### src/rtl/clk_freq_gen.sv
// Four free-running clock dividers plus a debounced push-button that steps the
// 2-bit speed selector feeding the downstream clock mux.
module clk_freq_gen #(
    parameter int DIV0       = 25_000_000,
    parameter int DIV1       = 12_500_000,
    parameter int DIV2       = 2_500_000,
    parameter int DIV3       = 250_000,
    parameter int DEB_CYCLES = 1_000_000
) (
    input  logic       clk,
    input  logic       rst_n,
    input  logic       btn_next,
    output logic       clk0,
    output logic       clk1,
    output logic       clk2,
    output logic       clk3,
    output logic [1:0] sel,
    output logic       sel_changed
);

    function automatic int div_of(input int idx);
        case (idx)
            0:       return DIV0;
            1:       return DIV1;
            2:       return DIV2;
            default: return DIV3;
        endcase
    endfunction

    logic [3:0] clk_div;

    // Each divider owns its own counter width so small ratios stay small.
    for (genvar i = 0; i < 4; i++) begin : g_div
        localparam int           DIV  = div_of(i);
        localparam int           W    = $clog2(DIV) + 1;
        localparam logic [W-1:0] LAST = W'(DIV - 1);

        logic [W-1:0] cnt_q;
        logic [W-1:0] cnt_d;
        logic         clk_q;
        logic         clk_d;

        always_comb begin
            cnt_d = cnt_q + W'(1);
            clk_d = clk_q;
            if (cnt_q == LAST) begin
                cnt_d = '0;
                clk_d = ~clk_q;
            end
        end

        // NOTE: state flops use non-blocking assignments so every register
        // samples the pre-edge value of its neighbours, independent of block order.
        always_ff @(posedge clk or negedge rst_n) begin
            if (!rst_n) begin
                cnt_q <= '0;
                clk_q <= 1'b0;
            end else begin
                cnt_q <= cnt_d;
                clk_q <= clk_d;
            end
        end

        assign clk_div[i] = clk_q;
    end

    assign clk0 = clk_div[0];
    assign clk1 = clk_div[1];
    assign clk2 = clk_div[2];
    assign clk3 = clk_div[3];

    localparam int            DW       = $clog2(DEB_CYCLES) + 1;
    localparam logic [DW-1:0] DEB_LAST = DW'(DEB_CYCLES - 1);

    logic          s1_q;
    logic          s2_q;
    logic          stable_q;
    logic          stable_d;
    logic [DW-1:0] dcnt_q;
    logic [DW-1:0] dcnt_d;
    logic [1:0]    sel_q;
    logic [1:0]    sel_d;
    logic          sel_changed_q;
    logic          sel_changed_d;

    // The selector steps on the same edge that the debounced level rises.
    always_comb begin
        stable_d      = stable_q;
        dcnt_d        = '0;
        sel_d         = sel_q;
        sel_changed_d = 1'b0;
        if (s2_q != stable_q) begin
            if (dcnt_q == DEB_LAST) begin
                stable_d = s2_q;
                if (s2_q) begin
                    sel_d         = sel_q + 2'd1;
                    sel_changed_d = 1'b1;
                end
            end else begin
                dcnt_d = dcnt_q + DW'(1);
            end
        end
    end

    always_ff @(posedge clk or negedge rst_n) begin
        if (!rst_n) begin
            s1_q          <= 1'b0;
            s2_q          <= 1'b0;
            stable_q      <= 1'b0;
            dcnt_q        <= '0;
            sel_q         <= 2'b00;
            sel_changed_q <= 1'b0;
        end else begin
            s1_q          <= btn_next;
            s2_q          <= s1_q;
            stable_q      <= stable_d;
            dcnt_q        <= dcnt_d;
            sel_q         <= sel_d;
            sel_changed_q <= sel_changed_d;
        end
    end

    assign sel         = sel_q;
    assign sel_changed = sel_changed_q;

endmodule
### config.mk
export PLATFORM = sky130hd
export DESIGN_NAME = clk_freq_gen
export DESIGN_NICKNAME = d
export VERILOG_FILES = /design/src/rtl/clk_freq_gen.sv
export SDC_FILE = /design/constraint.sdc
export NUM_CORES = 1
export LEC_CHECK = 0
export CAP_MARGIN = 15
export CORE_ASPECT_RATIO = 0.9
export CORE_MARGIN = 2
export CORE_UTILIZATION = 40
export DETAILED_ROUTE_END_ITERATION = 16
export GPL_TIMING_DRIVEN = 1
export PLACE_DENSITY_LB_ADDON = 0.08
export SKIP_CTS_REPAIR_TIMING = 1
export SLEW_MARGIN = 25
export SYNTH_ARGS = -nofsm -noshare
export SYNTH_HDL_FRONTEND = slang
export SYNTH_SLANG_ARGS = --single-unit
### constraint.sdc
create_clock -name clk -period 2.2 [get_ports clk]
set_input_delay 0.44 -clock clk [delete_from_list [all_inputs] [get_ports clk]]
set_output_delay 0.44 -clock clk [all_outputs]
set_load 0.02 [all_outputs]
==> metrics.txt, run 1 <==
vias in the first global route 4,237; global-route wire length before repair 20,390 µm; Post-synth ARST share 100.0%; PwrDens 760.6 nW/µm²; EDFF count, synth 0; outcome complete, but fails checks; Setup TNS 0 ns; Worst setup EP type register; row cnt 42; Levels on crit path 5; CP Launch Point g_div[0].cnt_q[0]; R2R setup slack 0.12 ns; relative slew slack 65.25%; Final Setup Violations 0; leakage power 2.960 nW; Antenna Nets Post-Route 0; Layout Skew 0.006979 ns; initial antenna violation count 0; CP Max Fanout 13; largest area contributor in the netlist dfrtp_1; Worst path top cell family by delay simple AND/OR/NAND/NOR gates; Mean Syn Cell Area 10.35 µm²; clk slew on worst S/H paths 0.05 ns; root buf cell clkbuf_16; DR vias 4,179; GPL Wtd Cong 0.7871; failing checks hold timing; list of most frequent post-synthesis cells dfrtp_1, nor2_1, nand2_1; Synth Register Bits 124; Tcrit/Tclk final 94.47%; unrepaired setup endpoints after global routing no; worst skew pair latency 0.41 ns; Yosys cell types 43; startpoint types register; top_reg_cell synth dfrtp_1; Hold WS -0.003580 ns; first-pass detailed-route iteration total 4; number of CTS-inserted buffers 17; CP required 2.53 ns; CORE AREA 14,560 µm²; Final Power 5.300 mW; R2R depth 5; Detailed Route WL 11,180 µm; crit path DAT 2.41 ns; max cap viols 0; Die H 119.2 µm; Synth top area share 52.60%; Syn-to-layout area delta 18.11%; Synth Cell Area 5899 µm²; Worst path max stage delay 0.60 ns; Die Wd 132.0 µm; layout cells sized above 1 9.061%; Hold Vio Cnt, Final 1; largest net degree at the start of global routing 37; Worst VDD drop 552.5 µV; nets 614; DRT iter0 DRCs 210; YS warnings 0; Crit Reg-Reg Endpoint g_div[0].cnt_q[22]; worst slew pin tran 0.5164 ns; CTS tree done; worst path bufs/invs 0; WL/cell 13.70 µm; TritonCTS Sinks 124; kind of critical path register to register; drt drc 0; most common cell in the netlist dfrtp_1; Slowest-stage cell, CP or4_4; Via density 5.121; grt total ovfl 0; cell count after synthesis 570; syn nets 579; crit-path cells ha_1 > nand2_1 > or4_4 > or4_1 > a21oi_1; Initial Util 40.53%; Highest Clock Rate 481.1 MHz; Tot GR Track Use 16.08%; DP HPWL 7718 µm; CP endpoint g_div[0].cnt_q[22]; DIE AREA 15,740 µm²; Slew Viols, Final 0; Port Buffers 9; post-synthesis sequential area ratio 52.60%; IO Pins 10; ranking of synthesized cells by area dfrtp_1, xnor2_1, xor2_1, nor2_1, nand3_1; Min Clock Period, post-route 2.078 ns; reg2reg start g_div[0].cnt_q[0]; H-tree lvl count 4; n_diodes 0; Worst Hold Class input pin to asynchronous set/reset pin; clk buf depth 2
-- final cells by class --
| class | count | area [µm²] |
|---|---|---|
| timing repair buffer | 26 | 240.2 |
| clock buffer | 26 | 489.2 |
| tap | 198 | 247.7 |
| fill | 1347 | 7589 |
| multi-input combinational | 422 | 2703 |
| clock inverter | 6 | 132.6 |
| sequential | 124 | 3103 |
| inverter | 14 | 52.55 |
-- worst reg2reg max path, stage by stage, from the launching register on --
cell and delay (ns):
dfrtp_1 0.40, ha_1 0.25, nand2_1 0.07, or4_4 0.60
or4_1 0.52, a21oi_1 0.16
-- power by group --
group	internal [mW]	leakage, nW	switching (mW)	total (mW)
registers	2.29	1.67	0.00581	2.30
clock network	1.99	0.299	0.939	2.92
logic	0.0206	0.993	0.0591	0.0798
-- metal layers --
| metal | part of all wire, % | track usage [%] | routed length (µm) | vias up |
|---|---|---|---|---|
| met5 | 0 | 0 | 0 | - |
| met4 | 1.4 | 6.861 | 159 | 0 |
| met3 | 2.8 | 4.044 | 310 | 14 |
| met2 | 45 | 24.25 | 5077 | 40 |
| met1 | 50 | 22.05 | 5629 | 2009 |
| li1 | - | - | - | 2116 |
-- registers in the layout, indices dropped and copies added, names as in the netlist --
signal,cells
g_div.cnt_q,93
clk3,1
sel_changed,1
clk2,1
clk0,1
s1_q,1
sel,2
dcnt_q,21
clk1,1
s2_q,1
stable_q,1
-- cell families after synthesis --
| kind of cell | synth area share (%) |
|---|---|
| AO/OA/AOI/OAI | 5.345 |
| multiplexers | 0.8696 |
| AND/OR/NAND/NOR | 26.36 |
| XOR/XNOR | 11.88 |
| flip-flops | 52.60 |
| adder cells (fa/ha/maj) | 1.273 |
| buffers and inverters | 1.676 |
-- through the flow --
| stage | hold slack, ns | util, % | setup WS [ns] | cells | instance area (µm²) |
|---|---|---|---|---|---|
| 6_report | -0.003580 | 47.87 | 0.1216 | 816 | 6968 |
| 4_1_cts | 0.005279 | 47.87 | 0.1065 | 816 | 6968 |
| 5_1_grt | 0.02180 | 47.87 | 0.02383 | 816 | 6968 |
| 3_5_place_dp | 0.3631 | 43.60 | 0.1126 | 784 | 6346 |
| 2_1_floorplan | 0.1444 | - | 0.3237 | 570 | 5899 |
| 3_3_place_gp | 0.3567 | 43.60 | 0.1627 | 784 | 6346 |
-- worst min path at each step --
stage,to,cells past startpoint,start,slack (ns)
global placement,s2_q,0,s1_q,0.36
CTS,g_div[0].cnt_q[24],1,rst_n,0.005
finish,g_div[0].cnt_q[24],1,rst_n,-0.004
detailed placement,s2_q,0,s1_q,0.36
global route,g_div[0].cnt_q[24],1,rst_n,0.02
floorplan,clk0,0,rst_n,0.14
-- cell usage in the layout (no fill, tap or decap), types with 3 or more instances in the layout --
cell type,count
and3_1,13
nor4b_1,7
nor4_1,14
nand2_1,42
a21oi_1,24
inv_1,14
nand4b_1,3
and4_1,12
clkdlybuf4s50_1,8
clkbuf_16,17
nor2_1,56
and2_1,9
buf_4,16
clkbuf_1,6
ha_1,6
nand4_1,25
o31ai_1,8
nand3_1,38
nor2b_1,4
mux2i_1,4
bufinv_16,4
nor3_1,12
o21ai_0,18
or3_1,13
xnor2_1,41
clkbuf_8,3
dfrtp_1,124
xor2_1,39
or4_1,11
Power figures use the tool's default switching activity.
==> run 2, diff against run 1 <==
--- a/config.mk
+++ b/config.mk
@@ -13,7 +13,7 @@
 export GPL_TIMING_DRIVEN = 1
 export PLACE_DENSITY_LB_ADDON = 0.08
 export SKIP_CTS_REPAIR_TIMING = 1
-export SLEW_MARGIN = 25
+export SLEW_MARGIN = 5
 export SYNTH_ARGS = -nofsm -noshare
 export SYNTH_HDL_FRONTEND = slang
 export SYNTH_SLANG_ARGS = --single-unit
==> constraint.sdc (replaced) <==
create_clock -name clk -period 1.7 [get_ports clk]
set_input_delay 0.34 -clock clk [delete_from_list [all_inputs] [get_ports clk]]
set_output_delay 0.34 -clock clk [all_outputs]
set_load 0.02 [all_outputs]
==> metrics.txt, run 2 (synthesized netlist as in run 1, its figures left out) <==
Pint 5.669 mW; switch share 19.83%; Via density 5.061; Clock power frac 56.3%; layout cells sized above 1 30.74%; CP endpoint g_div[0].cnt_q[22]; Worst setup EP type register; Psw 1.402 mW; global-route wire length before repair 21,820 µm; DRT iter0 DRCs 175; Slowest-stage cell, CP or4_4; clk buf depth 2; failing checks setup timing; DP HPWL 8627 µm; reg2reg start g_div[0].cnt_q[8]; initial antenna violation count 0; Worst VDD drop 674.6 µV; worst slew pin tran 0.3927 ns; row cnt 42; Hold Vio Cnt, Final 0; DR vias 4,707; commonest non-fill, non-tap cell in the layout buf_4; kind of critical path register to register; setup ws final -0.1095 ns; startpoint types register; CP most frequent cell or4_4; Syn-to-layout area delta 39.07%; crit-path cells nand4_4 > or4_4 > or4_4 > a21oi_1; max cap viols 0; clk slew on worst S/H paths 0.06 ns; Biggest register g_div.cnt_q; max reg flops 93; worst skew pair latency 0.41 ns; WL/cell 13.81 µm; Comb pwr share 1.7%; Final Power 7.072 mW; n_diodes 0; Worst Hold Class register to register; Die Wd 132.0 µm; Port Buffers 9; Die H 119.2 µm; CTS tree done; unrepaired setup endpoints after global routing yes; CP Launch Point g_div[0].cnt_q[8]; fillcell total 1,266; largest net degree at the start of global routing 44; Crit Reg-Reg Endpoint g_div[0].cnt_q[22]; PwrDens 862.0 nW/µm²; Final Setup Violations 10; crit path DAT 2.14 ns; number of CTS-inserted buffers 17; H-tree lvl count 4; IO Pins 10; Tot GR Track Use 17.27%; leakage power 3.779 nW; outcome complete, but fails checks; dpl cells 871; Detailed Route WL 12,840 µm; Slew Viols, Final 0; Min Clock Period, post-route 1.810 ns; vias in the first global route 4,619; Antenna Nets Post-Route 0; grt total ovfl 0; TritonCTS Sinks 124; R2R setup slack -0.11 ns; first-pass detailed-route iteration total 5; GPL Wtd Cong 0.7893; most frequent cells in the layout buf_4, dfrtp_1, nor2_1; Layout Skew 0.005276 ns; CORE AREA 14,560 µm²; final non-filler cell total 930; relative slew slack 73.82%; R2R depth 4; Reg power frac 42.0%; CP Max Fanout 8; CP required 2.03 ns; Tcrit/Tclk final 106.4%; nets 728; drt drc 0; DIE AREA 15,740 µm²; Worst path max stage delay 0.56 ns; Highest Clock Rate 552.6 MHz; Initial Util 40.53%; root buf cell clkbuf_16
## run 2: changes by cell type in the layout (fill, tap and decap cells not counted), moves of 6 or more
cell	delta
buf_4	+105
clkdlybuf4s50_1	-7
dlymetal6s2s_1	+7
nand3_1	-6
nand3_2	+6
nor4_1	-6
nor4b_1	-6
or4_1	-6
or4_4	+6
## run 2: power by group through the flow
stage	Combinational, mW	Sequential (mW)	Clock [mW]
floorplan	0.0201	3.02	0
global placement	0.122	3.02	0
detailed placement	0.123	3.02	0
CTS	0.123	2.97	4.07
global route	0.143	2.97	4.21
finish	0.121	2.97	3.98
## run 2: how the worst min path moves through the flow
stage / start / to / slack, ns / cells after the start
after floorplan: rst_n / clk0 / 0.04 / 0
after global placement: rst_n / g_div[0].cnt_q[12] / 0.29 / 1
after detailed placement: rst_n / g_div[0].cnt_q[14] / 0.29 / 1
after CTS: rst_n / g_div[0].cnt_q[14] / -0.15 / 1
after global routing: btn_next / s1_q / 0.35 / 1
final: s1_q / s2_q / 0.36 / 0
## run 2: final cells by class
class	count	area (µm²)	share of cell area, %
inverters	14	52.55	0.6405
flip-flops and latches	124	3109	37.90
clock buffers	20	456.7	5.567
clock inverters	12	192.7	2.349
multi-input cells	422	2988	36.42
repair buffers	140	1157	14.11
well taps	198	247.7	3.020
## run 2: worst max-delay path: cells and delay by family, from the launching register on
family,cells,cell delay [ns]
DFF,1,0.39
and+or+nand+nor,3,1.22
AOI/OAI and AO/OA,1,0.13
## run 2: through the flow
step | utilization, % | hold slack [ns] | setup TNS, ns | area, µm² | worst slack, ns
after floorplan | - | 0.04441 | -0.1942 | 5947 | -0.05758
after global placement | 48.44 | 0.2939 | -0.5300 | 7051 | -0.06282
after detailed placement | 48.44 | 0.2932 | -1.153 | 7051 | -0.1037
after CTS | 52.90 | -0.1497 | -1.691 | 7700 | -0.1018
after global routing | 56.36 | 0.3502 | -1.834 | 8204 | -0.1579
final | 56.36 | 0.3594 | -0.4514 | 8204 | -0.1095
## run 2: metal layers
metal | track usage [%] | up-vias | wire, µm
li1 | - | 2349 | -
met1 | 24.28 | 2291 | 6487
met2 | 26.07 | 52 | 5856
met3 | 4.853 | 15 | 356
met4 | 5.095 | 0 | 138
met5 | 0 | - | 0
==> patch 1 (settings of run 2) <==
Make the reset (`rst_n`) synchronous in 2 clocked blocks.
--- a/src/rtl/clk_freq_gen.sv
+++ b/src/rtl/clk_freq_gen.sv
@@ -51,7 +51,7 @@
 
         // NOTE: state flops use non-blocking assignments so every register
         // samples the pre-edge value of its neighbours, independent of block order.
-        always_ff @(posedge clk or negedge rst_n) begin
+        always_ff @(posedge clk) begin
             if (!rst_n) begin
                 cnt_q <= '0;
                 clk_q <= 1'b0;
@@ -102,7 +102,7 @@
         end
     end
 
-    always_ff @(posedge clk or negedge rst_n) begin
+    always_ff @(posedge clk) begin
         if (!rst_n) begin
             s1_q          <= 1'b0;
             s2_q          <= 1'b0;
Function: no difference found for any inputs over 10 cycles, from zero or initial values and one cycle with rst_n low; that may be too few to reach the edited logic, so the function may still have changed.
==> patch 1 against run 2 <==
- the run still ends with negative setup slack left
- cell count rose by 2.8%
- sequential cell count did not move
- worst setup slack got worse by 0.13 ns
- sequential power barely moved
- cell area fell by 7.7%
- synthesized area fell by 5.0%
- critical path depth rose by 1
- power fell by 3.7%
- sequential share of layout area fell by 4.9 points
- routed wire length rose by 2.1%
- largest cell class is now multi-input gates
- largest power group unchanged
==> patch 1: results (changes against run 2) <==
set qor(vdd_ir_drop_max_mv) 0.715 ;# +6.0%
set qor(routed-wl-met3_um) 448 ;# +26%
set qor(routedLengthMet1_mm) 6.54 ;# +0.85%
set qor(failed_checks) {negative setup slack}
set qor(status) {finished, violations left}
set qor(power.sequential.fraction_pct) 43.5 ;# +1.5 points
set qor(routed_wire_length_per_instance_um) 13.7 ;# -0.70%
set qor(setup_viol_count_final) 30 ;# +20
set qor(total_leakage_power_nw) 2.78 ;# -26%
set qor(dr_pass1_iterations) 4 ;# -1
set qor(netSwitchingFraction_pct) 20.4 ;# +0.53 points
set qor(dr_wl_met2_mm) 5.91 ;# +0.85%
set qor(worst_ep_arrival_time_ns) 2.25 ;# +0.11 ns
set qor(final_layout_size_suffix_gt1_share_pct) 26.0 ;# -4.7 points
set qor(yosys.area_share.adder_pct) 1.34 ;# +0.068 points
set qor(synth.mux.area_fraction_pct) 0.357 ;# -0.51 points
set qor(highest_layer) {met4}
set qor(via_count) 5136 ;# +9.1%
set qor(placed_cells_incl_taps) 916 ;# +5.2%
set qor(first_global_vias) 4803 ;# +4.0%
set qor(layout_setup_ws_ns) -0.239 ;# -0.129 ns
set qor(grt_usage_pct) 17.9 ;# +0.65 points
set qor(r2r-start) {g_div[1].cnt_q[8]$_SDFF_PP0_}
set qor(clock-skew-final_ns) 0.00648 ;# +0.00120 ns
set qor(synth.distinct_cells) 41 ;# -4.7%
set qor(compound_cell_area_share_of_the_yosys_netlist_pct) 10.8 ;# +5.4 points
set qor(number_of_instances_in_the_synthesized_netlist) 653 ;# +15%
set qor(gp_congestion) 0.803 ;# +1.7%
set qor(netlist_top_cells_count) {sky130_fd_sc_hd__dfxtp_1 (124), sky130_fd_sc_hd__nor2_1 (77), sky130_fd_sc_hd__a21oi_1 (50), sky130_fd_sc_hd__nand2_1 (40), sky130_fd_sc_hd__nand3_1 (39)}
set qor(synth_xor_area_share_pct) 9.38 ;# -2.5 points
set qor(synthArstFlopShare_pct) 0 ;# -100 points
set qor(max_slew_margin_pct) 77.9 ;# +4.1 points
set qor(r2r_cells) 5 ;# +1
set qor(grt_first_pass_wirelength_mm) 21.7 ;# -0.79%
set qor(timing.critical_path.fanout_max) 12 ;# +4
set qor(maximum_number_of_pins_on_one_net_before_global_route_repair) 21 ;# -52%
set qor(final_cells) 956 ;# +2.8%
set qor(regToRegEndpoint) {g_div[1].cnt_q[3]$_SDFF_PP0_}
set qor(synthTopCellsByArea) {sky130_fd_sc_hd__dfxtp_1 (44%), sky130_fd_sc_hd__nor2_1 (5.2%), sky130_fd_sc_hd__xnor2_1 (4.8%)}
set qor(combPwrFrac_pct) 2.7 ;# +1.0 points
set qor(postSynthNetCount) 662 ;# +14%
set qor(critPathTopFamily) {simple AND/OR/NAND/NOR gates}
set qor(drt_first_iter_violations) 257 ;# +47%
set qor(ys_seq_area_share_pct) 44.3 ;# -8.3 points
set qor(switching_power_mw) 1.39 ;# -1.2%
set qor(detailedPlacementHpwl_mm) 9.04 ;# +4.8%
set qor(nFillCells) 1267 ;# +0.079%
## patch 1: worst min path at each step
stage | to | cells after the start | slack (ns) | startpoint
finish | s2_q$_SDFF_PN0_ | 1 | 0.44 | s1_q$_SDFF_PN0_
detailed placement | s2_q$_SDFF_PN0_ | 1 | 0.43 | s1_q$_SDFF_PN0_
floorplan | s2_q$_SDFF_PN0_ | 1 | 0.41 | s1_q$_SDFF_PN0_
CTS | s2_q$_SDFF_PN0_ | 1 | 0.44 | s1_q$_SDFF_PN0_
global route | s2_q$_SDFF_PN0_ | 1 | 0.47 | s1_q$_SDFF_PN0_
global placement | s2_q$_SDFF_PN0_ | 1 | 0.42 | s1_q$_SDFF_PN0_
## patch 1: metal layers
metal	track usage (%)	vias up
met5	0	-
met4	5.65	0
met3	5.96	18
met2	28.0	63
met1	23.6	2435
li1	-	2620
## patch 1: kinds of logic (layout without fill, tap and decap cells)
| logic type | Yosys count | count (layout) |
|---|---|---|
| and+or+nand+nor | 316 | 317 |
| DFF | 124 | 124 |
| AOI/OAI and AO/OA | 104 | 104 |
| xor gates and xnor gates | 60 | 60 |
| buffers and inverters | 41 | 171 |
| adders and majority gates | 6 | 6 |
| muxes | 2 | 2 |
## patch 1: per-stage QoR
step           TNS (ns)  utilization [%]  instance area [um2]
6_report          -5.43             54.7                 7580
3_3_place_gp      -4.49             48.4                 6700
4_1_cts           -6.98             52.7                 7290
5_1_grt           -8.09             54.7                 7580
2_1_floorplan     -4.04                -                 5690
3_5_place_dp      -6.13             48.4                 6700
## patch 1: area by class of cell
cell class / instances / area share, %
Inverter: 16 / 0.793
Sequential cell: 124 / 33.0
Tap cell: 172 / 2.84
Timing Repair Buffer: 124 / 13.7
Multi-Input combinational cell: 489 / 41.8
Clock inverter: 8 / 1.52
Clock buffer: 23 / 6.31
==> patch 2 (flow settings as in run 2) <==
Without the edit above. `DEB_CYCLES`: 1_000_000 -> 2_000_000.
--- a/src/rtl/clk_freq_gen.sv
+++ b/src/rtl/clk_freq_gen.sv
@@ -5,7 +5,7 @@
     parameter int DIV1       = 12_500_000,
     parameter int DIV2       = 2_500_000,
     parameter int DIV3       = 250_000,
-    parameter int DEB_CYCLES = 1_000_000
+    parameter int DEB_CYCLES = 2_000_000
 ) (
     input  logic       clk,
     input  logic       rst_n,
Formal check against the unedited RTL: no difference found for any inputs over 10 cycles, from zero or initial values and one cycle with rst_n low; that may be too few to reach the edited logic, so the function may still have changed.
==> patch 2 against run 2 <==
- the run still ends with negative setup slack left
- via count shrank 0.34%
- sequential cell count increased by 1
- cell area decreased by 3.2%
- routed wire length increased by 2.7%
- largest cell class unchanged
- clock skew about the same
- power fell by 5.7%
- worst setup slack improved by 0.050 ns
- fmax rose by 2.8%
- synthesized area rose by 1.3%
- synthesized cell count up 1.9%
==> patch 2: results (changes against run 2) <==
set qor(status) {finished, violations left}
set qor(failed_checks) {negative setup slack}
set qor(routed-wl-met3_um) 404 ;# +13%
set qor(synth_xor_area_share_pct) 11.7 ;# -0.15 points
set qor(ys_seq_area_share_pct) 52.4 ;# -0.24 points
set qor(synth.mux.area_fraction_pct) 1.70 ;# +0.83 points
set qor(yosys.area_share.adder_pct) 1.26 ;# -0.016 points
set qor(gp_congestion) 0.822 ;# +4.2%
set qor(maximum_number_of_pins_on_one_net_before_global_route_repair) 87 ;# +98%
set qor(cts-htree-levels) 4 ;# unchanged
set qor(critical-path-max-stage-delay_ns) 0.47 ;# -0.09 ns
set qor(timing.critical_path.fanout_max) 6 ;# -2
set qor(clock-skew-final_ns) 0.00541 ;# +0.000135 ns
set qor(routedLengthMet1_mm) 6.59 ;# +1.6%
set qor(r2r-start) {dcnt_q[1]$_DFF_PN0_}
set qor(nNetsFinal) 701 ;# -3.7%
set qor(max_slew_margin_pct) 66.6 ;# -7.2 points
set qor(postRouteWirelength_mm) 13.2 ;# +2.7%
set qor(compound_cell_area_share_of_the_yosys_netlist_pct) 5.13 ;# -0.21 points
set qor(dr_wl_met2_mm) 6.07 ;# +3.7%
set qor(grtUsageMet2_pct) 25.8 ;# -0.26 points
set qor(drt_first_iter_violations) 263 ;# +50%
set qor(setup_viol_count_final) 3 ;# -7
set qor(dr_pass1_iterations) 4 ;# -1
set qor(grt_first_pass_wirelength_mm) 22.0 ;# +0.63%
set qor(netlist_top_cells_count) {sky130_fd_sc_hd__dfrtp_1 (125), sky130_fd_sc_hd__nor2_1 (55), sky130_fd_sc_hd__nand3_1 (51), sky130_fd_sc_hd__xnor2_1 (48), sky130_fd_sc_hd__nand2_1 (33)}
set qor(detailedPlacementHpwl_mm) 8.57 ;# -0.68%
set qor(worst_ep_arrival_time_ns) 2.10 ;# -0.04 ns
set qor(r2r_cells) 5 ;# +1
set qor(regToRegEndpoint) {dcnt_q[20]$_DFF_PN0_}
set qor(postSynthNetCount) 590 ;# +1.9%
set qor(globalRouteMet3Util_pct) 4.90 ;# +0.048 points
set qor(layout_setup_ws_ns) -0.0595 ;# +0.0500 ns
set qor(total_leakage_power_nw) 3.61 ;# -4.4%
set qor(grt.met1_usage_pct) 24.1 ;# -0.21 points
set qor(first_global_vias) 4651 ;# +0.69%
set qor(post_drt_via_cell_ratio) 5.21 ;# +2.9%
set qor(grt_usage_pct) 17.2 ;# -0.024 points
set qor(final_layout_size_suffix_gt1_share_pct) 27.7 ;# -3.0 points
-- patch 2: worst max-delay path by stage --
stage / from / to / slack [ns] / cells after the start
after floorplan: dcnt_q[0]$_DFF_PN0_ / dcnt_q[20]$_DFF_PN0_ / -0.07 / 6
after global routing: dcnt_q[1]$_DFF_PN0_ / dcnt_q[20]$_DFF_PN0_ / -0.12 / 5
final: dcnt_q[1]$_DFF_PN0_ / dcnt_q[20]$_DFF_PN0_ / -0.06 / 5
after CTS: dcnt_q[8]$_DFF_PN0_ / dcnt_q[21]$_DFF_PN0_ / -0.19 / 4
after detailed placement: dcnt_q[8]$_DFF_PN0_ / dcnt_q[21]$_DFF_PN0_ / -0.18 / 4
after global placement: dcnt_q[8]$_DFF_PN0_ / dcnt_q[21]$_DFF_PN0_ / -0.15 / 4
-- patch 2: stage by stage --
stage	hold slack (ns)	cells	utilization, %	TNS, ns	worst slack [ns]
6_report	0.364	901	54.1	-0.161	-0.0595
3_3_place_gp	0.346	853	47.1	-0.437	-0.147
2_1_floorplan	0.0444	581	-	-0.142	-0.0740
3_5_place_dp	0.341	853	47.1	-0.866	-0.178
4_1_cts	-0.0170	883	51.0	-1.51	-0.194
5_1_grt	0.373	901	54.1	-0.670	-0.120
-- patch 2: final cells by class --
type	count	area share, %
multi-input cells	429	38.6
inverters	14	0.662
clock inverters	7	1.10
clock buffers	23	6.15
well taps	198	3.12
repair buffers	105	10.9
flip-flops and latches	125	39.5
-- patch 2: where the power goes --
group	leakage [nW]	switching, mW	internal [mW]
clock network	0.285	1.27	2.28
logic	1.66	0.0796	0.0326
registers	1.67	0.00898	2.99
total	3.61	1.36	5.30
